$ cat src/rtl/varint_encoder_param.sv
// Protobuf base-128 varint encoder: takes DATA_W-bit words and emits 7-bit groups
// LSB-first, one byte per cycle, with optional per-word zigzag mapping for signed fields.
module varint_encoder_param #(
  parameter int DATA_W    = 64,
  parameter int ZIGZAG_EN = 1
) (
  input  logic              clk,
  input  logic              reset,
  input  logic              in_valid,
  output logic              in_ready,
  input  logic [DATA_W-1:0] in_data,
  input  logic              in_zigzag,
  output logic              out_valid,
  input  logic              out_ready,
  output logic [7:0]        out_byte,
  output logic              out_last,
  output logic [3:0]        out_len,
  output logic [31:0]       word_cnt,
  output logic              busy
);

  localparam int   MAX_B = (DATA_W + 6) / 7;
  localparam logic ZZ_ON = (ZIGZAG_EN != 0);

  typedef enum logic {IDLE, EMIT} state_t;

  state_t            r_state;
  logic [DATA_W-1:0] r_data;
  logic [3:0]        r_len;
  logic [31:0]       r_word_cnt;

  logic              w_emit;
  logic              w_more;
  logic              w_zz;
  logic              w_in_xfer;
  logic [DATA_W-1:0] w_load;

  // Zigzag: sign bit folded into the LSB so small magnitudes stay short.
  function automatic logic [DATA_W-1:0] zigzag(input logic signed [DATA_W-1:0] x);
    logic signed [DATA_W-1:0] s;
    s = (x <<< 1) ^ (x >>> (DATA_W - 1));
    return s;
  endfunction

  assign w_emit    = (r_state == EMIT);
  assign w_more    = (|r_data[DATA_W-1:7]) && (r_len < 4'(MAX_B));
  assign w_zz      = ZZ_ON & in_zigzag;
  assign w_load    = w_zz ? zigzag(in_data) : in_data;
  assign in_ready  = ~w_emit | (~w_more & out_ready);
  assign w_in_xfer = in_valid & in_ready;

  // Outputs decode only registered state, so they hold steady under backpressure.
  assign out_valid = w_emit;
  assign out_byte  = w_emit ? {w_more, r_data[6:0]} : 8'h00;
  assign out_last  = w_emit & ~w_more;
  assign out_len   = (w_emit & ~w_more) ? r_len : 4'd0;
  assign word_cnt  = r_word_cnt;
  assign busy      = w_emit;

  always_ff @(posedge clk or posedge reset) begin
    if (reset) begin
      r_state    <= IDLE;
      r_data     <= '0;
      r_len      <= 4'd0;
      r_word_cnt <= 32'd0;
    end else begin
      case (r_state)
        IDLE: begin
          if (w_in_xfer) begin
            r_data  <= w_load;
            r_len   <= 4'd1;
            r_state <= EMIT;
          end
        end
        EMIT: begin
          if (out_ready) begin
            if (w_more) begin
              r_data <= r_data >> 7;
              r_len  <= r_len + 4'd1;
            end else begin
              r_word_cnt <= r_word_cnt + 32'd1;
              // Last byte leaving: chain straight into the next word if one is offered.
              if (w_in_xfer) begin
                r_data <= w_load;
                r_len  <= 4'd1;
              end else begin
                r_state <= IDLE;
              end
            end
          end
        end
        default: r_state <= IDLE;
      endcase
    end
  end

endmodule

$ cat config.mk
export PLATFORM = sky130hd
export DESIGN_NAME = varint_encoder_param
export DESIGN_NICKNAME = d
export VERILOG_FILES = /design/src/rtl/varint_encoder_param.sv
export SDC_FILE = /design/constraint.sdc
export NUM_CORES = 1
export LEC_CHECK = 0
export CAP_MARGIN = 20
export CELL_PAD_IN_SITES_DETAIL_PLACEMENT = 0
export CELL_PAD_IN_SITES_GLOBAL_PLACEMENT = 1
export CORE_UTILIZATION = 44
export CTS_BUF_LIST = sky130_fd_sc_hd__clkbuf_4
export DETAILED_ROUTE_END_ITERATION = 10
export MAX_ROUTING_LAYER = met4
export PLACE_DENSITY = 0.95
export SLEW_MARGIN = 20
export SYNTH_ARGS = -nofsm -noshare
export SYNTH_HDL_FRONTEND = slang
export SYNTH_SLANG_ARGS = --single-unit
$ cat constraint.sdc
create_clock -name clk -period 7.2 [get_ports clk]
set_input_delay 2.16 -clock clk [delete_from_list [all_inputs] [get_ports clk]]
set_output_delay 2.16 -clock clk [all_outputs]
set_load 0.01 [all_outputs]
Yosys cells after proc, flatten, opt, wreduce, memory -nomap -nowiden. Index checks and enable logic that the tools add are counted.

$add $sub $neg: 2. $lt $le $gt $ge: 1. Equality and inequality tests: 1. Mux-type cells: 15. Bitwise operators: 7. Reductions and logical operators: 3.

Operator list (count): 64-bit two-way mux (4); 64-bit case mux with 2 select lines (1); 64-bit by 1-bit XOR with 64-bit output (1); 57-bit OR reduction (1); 32-bit by 1-bit adder with 32-bit output (second input constant) (1); 4-bit two-way mux (4); 8-bit two-way mux (1); 4-bit case mux with 2 select lines (1); 4-bit by 1-bit adder with 4-bit output (second input constant) (1); 4-bit < comparator (second input constant) (1); 1-bit bitwise AND (3); 1-bit two-way mux (3); 3-bit AND reduction (1); 2-bit inequality test (second input constant) (1); 1-bit NOT (2); 1-bit case mux with 2 select lines (1); 1-bit logical AND (1); 1-bit OR (1).

Register bits after elaboration: 101. Input port bits: 69. Output and inout port bits: 48.

Logic depth before layout (Yosys ltp). Gate-level depths: netlist of run 1.

Word-level depth: 10. Gate-level depth with buffers: 8.

Worst setup path before layout of run 1. Ideal clock, no wire load.

Path type: input to output. Start point: in out_ready. End point: out in_ready. Arrival time: 2.697 ns. Required time: 5.040 ns. Path slack: 2.343 ns. Stages on the path: 4. Cell sequence: clkinv_1 > nand2_1 > nand2_1 > inv_1.

Cells in the longest elaborated chain, start to end: 2.

Ends and longest elaborated chain: start: declaration (line 14) `input logic out_ready,`; 1-bit bitwise AND (line 49) `assign in_ready = ~w_emit | (~w_more & out_ready);`; 1-bit OR (line 49); end: declaration (line 10) `output logic in_ready,`.

Every way passes these cells.

Worst setup path after layout of run 1. Ends and elaborated chain as after synthesis.

==> results of run 1 <==
==> worst register-to-register path, delay by kind of cell (launching register included) <==
kind            cells  cell delay (ns)
buf+inv             1             0.33
flops               1             0.43
simple gates        4             1.54
xor+xnor            1             0.20
compound gates      1             0.39
==> cells in the final DEF (no fill, tap or decap), types with 3 or more instances in the layout <==
master	netlist	routed
nand3_1	9	8
a21oi_1	8	7
nand2_1	132	132
clkbuf_4	0	10
o221ai_1	48	48
xnor2_1	65	65
a32oi_1	5	5
dfrtp_1	101	101
inv_1	54	53
buf_4	1	6
mux2i_1	8	8
nor2_1	15	15
nor4_1	22	22
and3_1	12	12
o21ai_0	61	61
xor2_1	30	30
clkdlybuf4s50_1	0	114
nor4_2	3	3
and2_1	11	11
o2bb2ai_1	7	7
nor3_1	14	14
clkinvlp_4	0	3
nand4_1	9	9
==> state kept, by name, indices dropped and copies added, names as in the netlist <==
| register | cells |
|---|---|
| r_len | 4 |
| r_data | 64 |
| word_cnt | 32 |
| busy | 1 |
==> cell families after synthesis <==
kind of cell             after synthesis  synth area share (%)
AO/OA/AOI/OAI                        142                  16.0
XOR/XNOR                              95                  13.7
AND/OR/NAND/NOR                      240                  19.3
buffers and inverters                108                  7.26
adder cells (fa/ha/maj)                2                 0.412
multiplexers                          10                  1.69
flip-flops                           101                  41.6
==> through the flow <==
step / cell area, um2 / util (%) / cells / total power, mW / hold WS, ns
6_report: 7420 / 55.6 / 960 / 2.02 / 0.487
3_5_place_dp: 7300 / 54.7 / 943 / 1.75 / 0.476
3_3_place_gp: 7280 / 54.5 / 942 / 1.71 / 0.458
2_1_floorplan: 6080 / - / 698 / 1.43 / 0.471
4_1_cts: 7420 / 55.6 / 959 / 2.02 / 0.501
5_1_grt: 7420 / 55.6 / 960 / 2.16 / 0.510
==> per-layer routing <==
metal  vias up  part of all wire, %  global-route usage, %
li1       2582                    -                      -
met1      2526                   44                   28.9
met2       174                   49                   38.1
met3        22                  5.1                   2.00
met4         0                  1.8                   7.19
met5         -                    0                      -
==> worst max path at each step <==
stage | from | endpoint | slack [ns] | cells past startpoint
floorplan | out_ready | in_ready | 2.34 | 4
global placement | out_ready | in_ready | 1.03 | 6
detailed placement | out_ready | in_ready | 0.96 | 6
CTS | out_ready | in_ready | 0.96 | 6
global route | out_ready | in_ready | 0.73 | 6
finish | out_ready | in_ready | 0.93 | 6
==> final cells by class <==
| class | count | area [um2] | share of cell area (%) |
|---|---|---|---|
| diodes | 1 | 2.50 | 0.0337 |
| clock buffers | 10 | 75.1 | 1.01 |
| clock inverters | 6 | 47.5 | 0.640 |
| inverters | 55 | 209 | 2.81 |
| multi-input cells | 489 | 3130 | 42.2 |
| flip-flops and latches | 101 | 2530 | 34.0 |
| well taps | 176 | 220 | 2.97 |
| repair buffers | 122 | 1210 | 16.3 |
==> where the power goes <==
part           switching (mW)  total (mW)  internal (mW)
clock                   0.199       0.276         0.0779
combinational           0.458       0.829          0.372
sequential              0.175       0.911          0.736
total                   0.831        2.02           1.19
==> results.py, run 1 <==
metrics = {
    "final_layout": {
        "drive_above_1_share_pct": 5.24,
        "area_growth_pct": 22.1,
        "nets": 849,
        "fillers": 1258,
    },
    "detailed_routing": {
        "vias_per_cell": 5.53,
        "wl_per_cell_um": 15.9,
        "drt_wl_total_mm": 15.3,
        "remaining_drc_errors": 0,
        "drtIter0Drc": 320,
        "dr.pass1.iters": 6,
        "ant_nets": 0,
        "vias": 5304,
    },
    "clock_network": {
        "root_buffer": "clkbuf_4",
        "cts_buffers": 9,
        "h-tree-depth": 3,
        "ctsHoldBuffers": 0,
        "cts_resized": 0,
        "cts_tree": "built",
        "postCtsSetupBuffers": 0,
        "cts_buffer_depth": 2,
        "clk_latency_ns": 0.46,
        "clkSinkCount": 101,
        "clk_pin_slew_ns": 0.16,
    },
    "power": {
        "ir_drop_uv": 100,
        "total_leakage_power_nw": 3.14,
        "powerDensity_mw_per_mm2": 272,
    },
    "global_route": {
        "grt_usage_pct": 22.6,
        "grt_pass1_wl_mm": 24.9,
        "grt_overflow_total": 0,
        "antenna_found_initial": 1,
        "grt_max_degree": 69,
        "grt_pass1_vias": 5037,
    },
    "timing": {
        "setup_tns_ns": 0,
        "post-route-period-util_pct": 87.1,
        "setup_viol": 0,
        "slew_headroom_pct": 34.0,
        "slew_violations": 0,
        "fmax_mhz": 159,
        "finClkSkew_ns": 0.0272,
        "period_needed_ns": 6.27,
        "hold_violations": 0,
        "rsz0062_at_grt": "no",
        "worst_pin_slew_ns": 0.989,
        "setup_slack_ns": 0.929,
    },
    "min_path": {
        "hold_end": "word_cnt[31]",
        "hp-class": "reg -> reg",
        "min-delay-start": "word_cnt[31]",
        "min_path_cells": 1,
    },
    "setup_path": {
        "cp.required_ns": 5.04,
        "path_cells": "clkdlybuf4s50_1 > clkinv_1 > nand2_1 > nand2_1 > inv_1 > clkdlybuf4s50_1",
        "ff2ff_path_depth": 7,
        "setup.worst_path.class": "in -> out",
        "crit_buf_inv": 4,
        "path_max_fanout": 9,
        "cp_top_family": "buffers and inverters",
        "r2r_slack_ns": 4.28,
        "timing.rr.start": "r_data[40]",
        "crit_arrival_ns": 4.11,
        "cp_slowest_cell": "clkdlybuf4s50_1",
        "startpoint_type": "primary input",
        "worst_path_largest_cell_delay_ns": 0.60,
        "end_kind": "output port",
        "r2r_end": "word_cnt[16]",
    },
    "place": {
        "portBuffers": 116,
        "dp_hpwl_mm": 11.2,
        "gp_congestion": 0.854,
        "dp_worst_setup_slack_ns": 0.962,
    },
    "floorplan": {
        "die_x_um": 120,
        "die_area_mm2": 0.0143,
        "initial_core_util_pct": 45.5,
        "coreArea_mm2": 0.0133,
        "fp.dieH_um": 120,
        "fp-row-count": 42,
        "num_io_pins": 117,
    },
    "yosys": {
        "yosys-top-cells-area": "dfrtp_1 42%, xnor2_1 9.4%, nand2_1 8.1%",
        "synthTopCellsByCount": "132 x nand2_1, 101 x dfrtp_1, 65 x xnor2_1",
        "syn_area_mm2": 0.00608,
        "ys.flop_type": "dfrtp_1",
        "netlist_instances": 698,
        "synth_top_cell_by_area": "dfrtp_1",
        "ys_types": 53,
        "syn-num-nets": 769,
        "ys_ff_latch": 101,
        "netlist.area_leader.share_pct": 41.6,
        "seq_area_frac_synth_pct": 41.6,
        "synth.avg_cell_area_um2": 8.71,
        "synth-edff-count": 0,
        "yosysMostFrequentCell": "nand2_1",
        "ys_warn_count": 0,
        "synth-async-reset-ratio_pct": 100,
    },
    "flow_run": {
        "drv_cap": 0,
    },
    "status": {
        "outcome": "complete, no violations",
    },
}
No activity file was read; power rests on OpenSTA's default activity.
==> run 2, diff against run 1 <==
--- a/config.mk
+++ b/config.mk
@@ -11,7 +11,6 @@
 export CORE_UTILIZATION = 44
 export CTS_BUF_LIST = sky130_fd_sc_hd__clkbuf_4
 export DETAILED_ROUTE_END_ITERATION = 10
-export MAX_ROUTING_LAYER = met4
 export PLACE_DENSITY = 0.95
 export SLEW_MARGIN = 20
 export SYNTH_ARGS = -nofsm -noshare
==> run 2 against run 1 <==
  * Die area stayed put
  * Worst setup slack gained 0.00058 ns
  * Combinational power about the same
  * Total power about the same
  * Critical path depth stayed put
  * Core utilization unchanged
  * Fmax barely moved
  * Count of clock-buffer cells in the layout stayed put
  * Non-clock buffer count is the same
  * Critical path type unchanged
  * Largest power group unchanged
==> results.py, run 2 (synthesized netlist as in run 1, its figures left out) <==
metrics = {
    "detailed_routing": {
        "drtIter0Drc": 299,
        "wl_met2_mm": 7.62,
        "ant_nets": 0,
        "vias": 5307,
        "remaining_drc_errors": 0,
        "vias_per_cell": 5.53,
        "wl_met1_mm": 6.67,
        "dr.max_layer_used": "met4",
        "dr.pass1.iters": 7,
        "met3_length_um": 688,
        "drt_wl_total_mm": 15.3,
        "wl_per_cell_um": 15.9,
    },
    "clock_network": {
        "cts_buffer_depth": 2,
        "cts_tree": "built",
        "ctsHoldBuffers": 0,
        "clk_pin_slew_ns": 0.16,
        "cts_buffers": 9,
        "h-tree-depth": 3,
        "postCtsSetupBuffers": 0,
        "cts_resized": 0,
        "clk_latency_ns": 0.46,
        "clkSinkCount": 101,
        "root_buffer": "clkbuf_4",
    },
    "power": {
        "p_sw_share_pct": 41.2,
        "clock_power_share_pct": 13.7,
        "seqPwrFrac_pct": 45.2,
        "total_leakage_power_nw": 3.14,
        "internal_power_mw": 1.19,
        "pwr-share-comb_pct": 41.2,
        "powerDensity_mw_per_mm2": 271,
        "power_switching_mw": 0.829,
        "ir_drop_uv": 100,
    },
    "final_layout": {
        "layout_commonest_cell": "nand2_1",
        "fillers": 1258,
        "nets": 849,
        "largest_reg_flops": 64,
        "fin_util_pct": 55.6,
        "mostFrequentLayoutCells": "132 x nand2_1, 114 x clkdlybuf4s50_1, 101 x dfrtp_1",
        "register_area_mm2": 0.00253,
        "area_growth_pct": 22.1,
        "multiInputGateArea_mm2": 0.00313,
        "largest-register": "r_data",
        "drive_above_1_share_pct": 5.24,
    },
    "setup_path": {
        "setup.worst_path.class": "in -> out",
        "crit_arrival_ns": 4.11,
        "startpoint_type": "primary input",
        "path_max_fanout": 9,
        "cp.required_ns": 5.04,
        "end_kind": "output port",
        "ff2ff_path_depth": 7,
        "timing.rr.start": "r_data[40]",
        "startpoint": "out_ready",
    },
    "timing": {
        "slew_headroom_pct": 34.6,
        "rsz0062_at_grt": "no",
        "worst_pin_slew_ns": 0.981,
        "hold_violations": 0,
        "post-route-period-util_pct": 87.1,
        "finClkSkew_ns": 0.0264,
        "setup_tns_ns": 0,
        "period_needed_ns": 6.27,
        "slew_violations": 0,
        "setup_viol": 0,
        "fmax_mhz": 159,
    },
    "floorplan": {
        "num_io_pins": 117,
        "die_x_um": 120,
        "fp.dieH_um": 120,
        "die_area_mm2": 0.0143,
        "fp-row-count": 42,
        "coreArea_mm2": 0.0133,
        "initial_core_util_pct": 45.5,
    },
    "global_route": {
        "antenna_found_initial": 1,
        "grt_usage_pct": 21.9,
        "grt_pass1_vias": 5039,
        "grt_overflow_total": 0,
        "grt_pass1_wl_mm": 24.9,
        "grt_max_degree": 69,
    },
    "place": {
        "gp_congestion": 0.841,
        "portBuffers": 116,
        "dp_hpwl_mm": 11.2,
    },
    "min_path": {
        "hp-class": "reg -> reg",
        "min_path_cells": 1,
        "min-delay-start": "word_cnt[31]",
    },
    "status": {
        "outcome": "complete, no violations",
    },
    "flow_run": {
        "drv_cap": 0,
    },
}
-- run 2: cell counts in the layout (fill, tap and decap cells not counted) --
No cell type changed its count.
-- run 2: cell type report --
cell class,instances,area share [%]
clock inverter,6,0.640
antenna,1,0.0337
tap,176,2.97
clock buffer,10,1.01
timing repair buffer,122,16.3
multi-input combinational,489,42.2
inverter,55,2.81
sequential,101,34.0
-- run 2: path summary, 6_finish.rpt --
| kind | to | slack (ns) |
|---|---|---|
| min reg2reg | word_cnt[31] | 0.49 |
| max in group asynchronous | r_data[63] | 3.98 |
| min | word_cnt[31] | 0.49 |
| max | in_ready | 0.93 |
| max reg2reg | word_cnt[16] | 4.31 |
| min in group asynchronous | word_cnt[7] | 2.07 |
-- run 2: layer usage --
| metal | GRT usage (%) | vias to the layer above |
|---|---|---|
| met4 | 7.19 | 0 |
| met2 | 38.0 | 158 |
| met1 | 28.9 | 2542 |
| li1 | - | 2586 |
| met5 | 0 | - |
| met3 | 2.00 | 21 |
-- run 2: power by group through the flow --
stage	clock [mW]	combinational, mW	sequential, mW
finish	0.275	0.830	0.910
global route	0.304	0.922	0.934
CTS	0.282	0.833	0.907
detailed placement	0	0.832	0.919
global placement	0	0.805	0.908
floorplan	0	0.573	0.853
-- run 2: stage by stage --
step	instance area, um2	worst slack [ns]	hold slack, ns	std cells	power (mW)
2_1_floorplan	6080	2.34	0.471	698	1.43
3_5_place_dp	7300	0.962	0.476	943	1.75
3_3_place_gp	7280	1.03	0.458	942	1.71
5_1_grt	7420	0.732	0.510	960	2.16
6_report	7420	0.929	0.486	960	2.02
4_1_cts	7420	0.958	0.501	959	2.02
-- run 2: critical path, stage by stage --
cell             delay (ns)
clkdlybuf4s50_1        0.60
clkinv_1               0.26
nand2_1                0.22
nand2_1                0.18
inv_1                  0.13
clkdlybuf4s50_1        0.54
==> run 3, diff against run 2 <==
--- a/config.mk
+++ b/config.mk
@@ -8,10 +8,10 @@
 export CAP_MARGIN = 20
 export CELL_PAD_IN_SITES_DETAIL_PLACEMENT = 0
 export CELL_PAD_IN_SITES_GLOBAL_PLACEMENT = 1
-export CORE_UTILIZATION = 44
+export CORE_UTILIZATION = 40
 export CTS_BUF_LIST = sky130_fd_sc_hd__clkbuf_4
 export DETAILED_ROUTE_END_ITERATION = 10
-export PLACE_DENSITY = 0.95
+export PLACE_DENSITY = 0.91
 export SLEW_MARGIN = 20
 export SYNTH_ARGS = -nofsm -noshare
 export SYNTH_HDL_FRONTEND = slang
==> constraint.sdc (replaced) <==
create_clock -name clk -period 7.2 [get_ports clk]
set_input_delay 2.16 -clock clk [delete_from_list [all_inputs] [get_ports clk]]
set_output_delay 2.16 -clock clk [all_outputs]
set_load 0.05 [all_outputs]
==> run 3 against run 2 <==
  * First-iteration DRC count is 8.0% higher
  * Global-route usage decreased by 2.2 points
  * Cell area is 0.44% higher
  * Fmax is 4.2% lower
  * Critical endpoint unchanged
  * Register-to-register slack lost 0.10 ns
  * Clock power increased by 24%
  * The flow now finishes with violations (design-rule violations)
  * Die area is 9.8% higher
  * Worst setup slack worse by 0.27 ns
  * Non-clock buffer count fell by 2
  * Cell count rose by 0.63%
==> results.py, run 3 (synthesized netlist as in run 1, its figures left out) <==
metrics = {
    "power": {
        "clock_power_share_pct": 15.5,
        "p_sw_share_pct": 43.5,
        "ir_drop_uv": 142,
        "power_switching_mw": 0.961,
        "powerDensity_mw_per_mm2": 296,
        "pwr-share-comb_pct": 43.3,
        "total_leakage_power_nw": 3.16,
        "internal_power_mw": 1.25,
        "seqPwrFrac_pct": 41.2,
    },
    "detailed_routing": {
        "drt_wl_total_mm": 15.1,
        "ant_nets": 0,
        "vias": 5200,
        "dr.max_layer_used": "met4",
        "wl_met2_mm": 7.15,
        "met3_length_um": 820,
        "wl_met1_mm": 6.83,
        "drtIter0Drc": 323,
        "dr.pass1.iters": 8,
        "remaining_drc_errors": 9,
        "vias_per_cell": 5.38,
        "wl_per_cell_um": 15.6,
    },
    "clock_network": {
        "cts_buffers": 9,
        "cts_tree": "built",
        "clk_pin_slew_ns": 0.15,
        "postCtsSetupBuffers": 0,
        "clkSinkCount": 101,
        "cts_resized": 0,
        "clk_latency_ns": 0.46,
        "root_buffer": "clkbuf_4",
        "cts_buffer_depth": 2,
        "h-tree-depth": 3,
        "ctsHoldBuffers": 0,
    },
    "global_route": {
        "grt_usage_pct": 19.7,
        "grt_overflow_total": 0,
        "grt_pass1_wl_mm": 25.1,
        "grt_pass1_vias": 4953,
        "grt_max_degree": 127,
        "antenna_found_initial": 1,
    },
    "min_path": {
        "hp-class": "reg -> reg",
    },
    "floorplan": {
        "die_x_um": 125,
        "fp.dieH_um": 125,
        "fp-row-count": 44,
        "num_io_pins": 117,
        "initial_core_util_pct": 41.4,
        "die_area_mm2": 0.0157,
        "coreArea_mm2": 0.0147,
    },
    "final_layout": {
        "largest_reg_flops": 64,
        "largest-register": "r_data",
        "area_growth_pct": 22.6,
        "mostFrequentLayoutCells": "132 x nand2_1, 114 x clkdlybuf4s50_1, 101 x dfrtp_1",
        "fillers": 1418,
        "fin_util_pct": 50.7,
        "drive_above_1_share_pct": 4.99,
        "register_area_mm2": 0.00253,
        "layout_commonest_cell": "nand2_1",
        "nets": 847,
        "fin_cells": 966,
        "multiInputGateArea_mm2": 0.00314,
    },
    "timing": {
        "setup_slack_ns": 0.657,
        "slew_headroom_pct": 28.9,
        "worst_pin_slew_ns": 1.06,
        "setup_viol": 0,
        "rsz0062_at_grt": "no",
        "finClkSkew_ns": 0.0225,
        "period_needed_ns": 6.54,
        "slew_violations": 0,
        "hold_violations": 0,
        "fmax_mhz": 153,
        "post-route-period-util_pct": 90.9,
        "hold_ws_ns": 0.476,
        "setup_tns_ns": 0,
    },
    "setup_path": {
        "startpoint_type": "primary input",
        "end_kind": "output port",
        "cp.required_ns": 5.04,
        "path_max_fanout": 9,
        "setup.worst_path.class": "in -> out",
        "crit_arrival_ns": 4.38,
    },
    "flow_run": {
        "drv_cap": 0,
    },
    "place": {
        "dp_hpwl_mm": 10.5,
        "gp_congestion": 0.804,
        "dp_cells": 949,
        "dp_worst_setup_slack_ns": 0.655,
        "portBuffers": 116,
    },
    "status": {
        "violations": "design-rule violations",
        "outcome": "finished with violations",
    },
}
run 3: per-layer routing:
| layer | vias up | global-route usage (%) |
|---|---|---|
| met5 | - | 0 |
| met4 | 0 | 5.45 |
| met3 | 20 | 3.29 |
| met2 | 162 | 32.4 |
| met1 | 2444 | 26.8 |
| li1 | 2574 | - |
run 3: layout make-up:
class / count / area share [%]
inverters: 55 / 2.80
clock inverters: 7 / 1.28
diodes: 1 / 0.0336
multi-input cells: 489 / 42.1
repair buffers: 120 / 15.9
flip-flops and latches: 101 / 33.9
well taps: 184 / 3.09
clock buffers: 9 / 0.906
run 3: worst max-delay path, stage by stage:
cell and delay, ns:
clkdlybuf4s50_1 0.59, clkinv_1 0.27, nand2_1 0.23, nand2_1 0.17
inv_1 0.13, clkdlybuf4s50_1 0.82
run 3: final timing paths:
kind / start / endpoint / slack [ns] / cells past startpoint
max reg2reg: r_data[40] / word_cnt[31] / 4.21 / 6
min reg2reg: word_cnt[31] / word_cnt[31] / 0.48 / 1
min: word_cnt[31] / word_cnt[31] / 0.48 / 1
max: out_ready / in_ready / 0.66 / 6
max in group asynchronous: reset / r_data[63] / 4.03 / 3
min in group asynchronous: reset / word_cnt[7] / 2.22 / 2
run 3: stage by stage:
| step | instance area (um2) | total power [mW] |
|---|---|---|
| floorplan | 6080 | 1.56 |
| global placement | 7290 | 1.86 |
| detailed placement | 7290 | 1.87 |
| CTS | 7450 | 2.21 |
| global route | 7460 | 2.36 |
| finish | 7460 | 2.21 |
run 3: power groups by stage:
stage | clock [mW] | combinational (mW) | sequential, mW
after floorplan | 0 | 0.668 | 0.887
after global placement | 0 | 0.946 | 0.912
after detailed placement | 0 | 0.956 | 0.918
after CTS | 0.347 | 0.960 | 0.906
after global routing | 0.367 | 1.06 | 0.935
final | 0.341 | 0.956 | 0.909
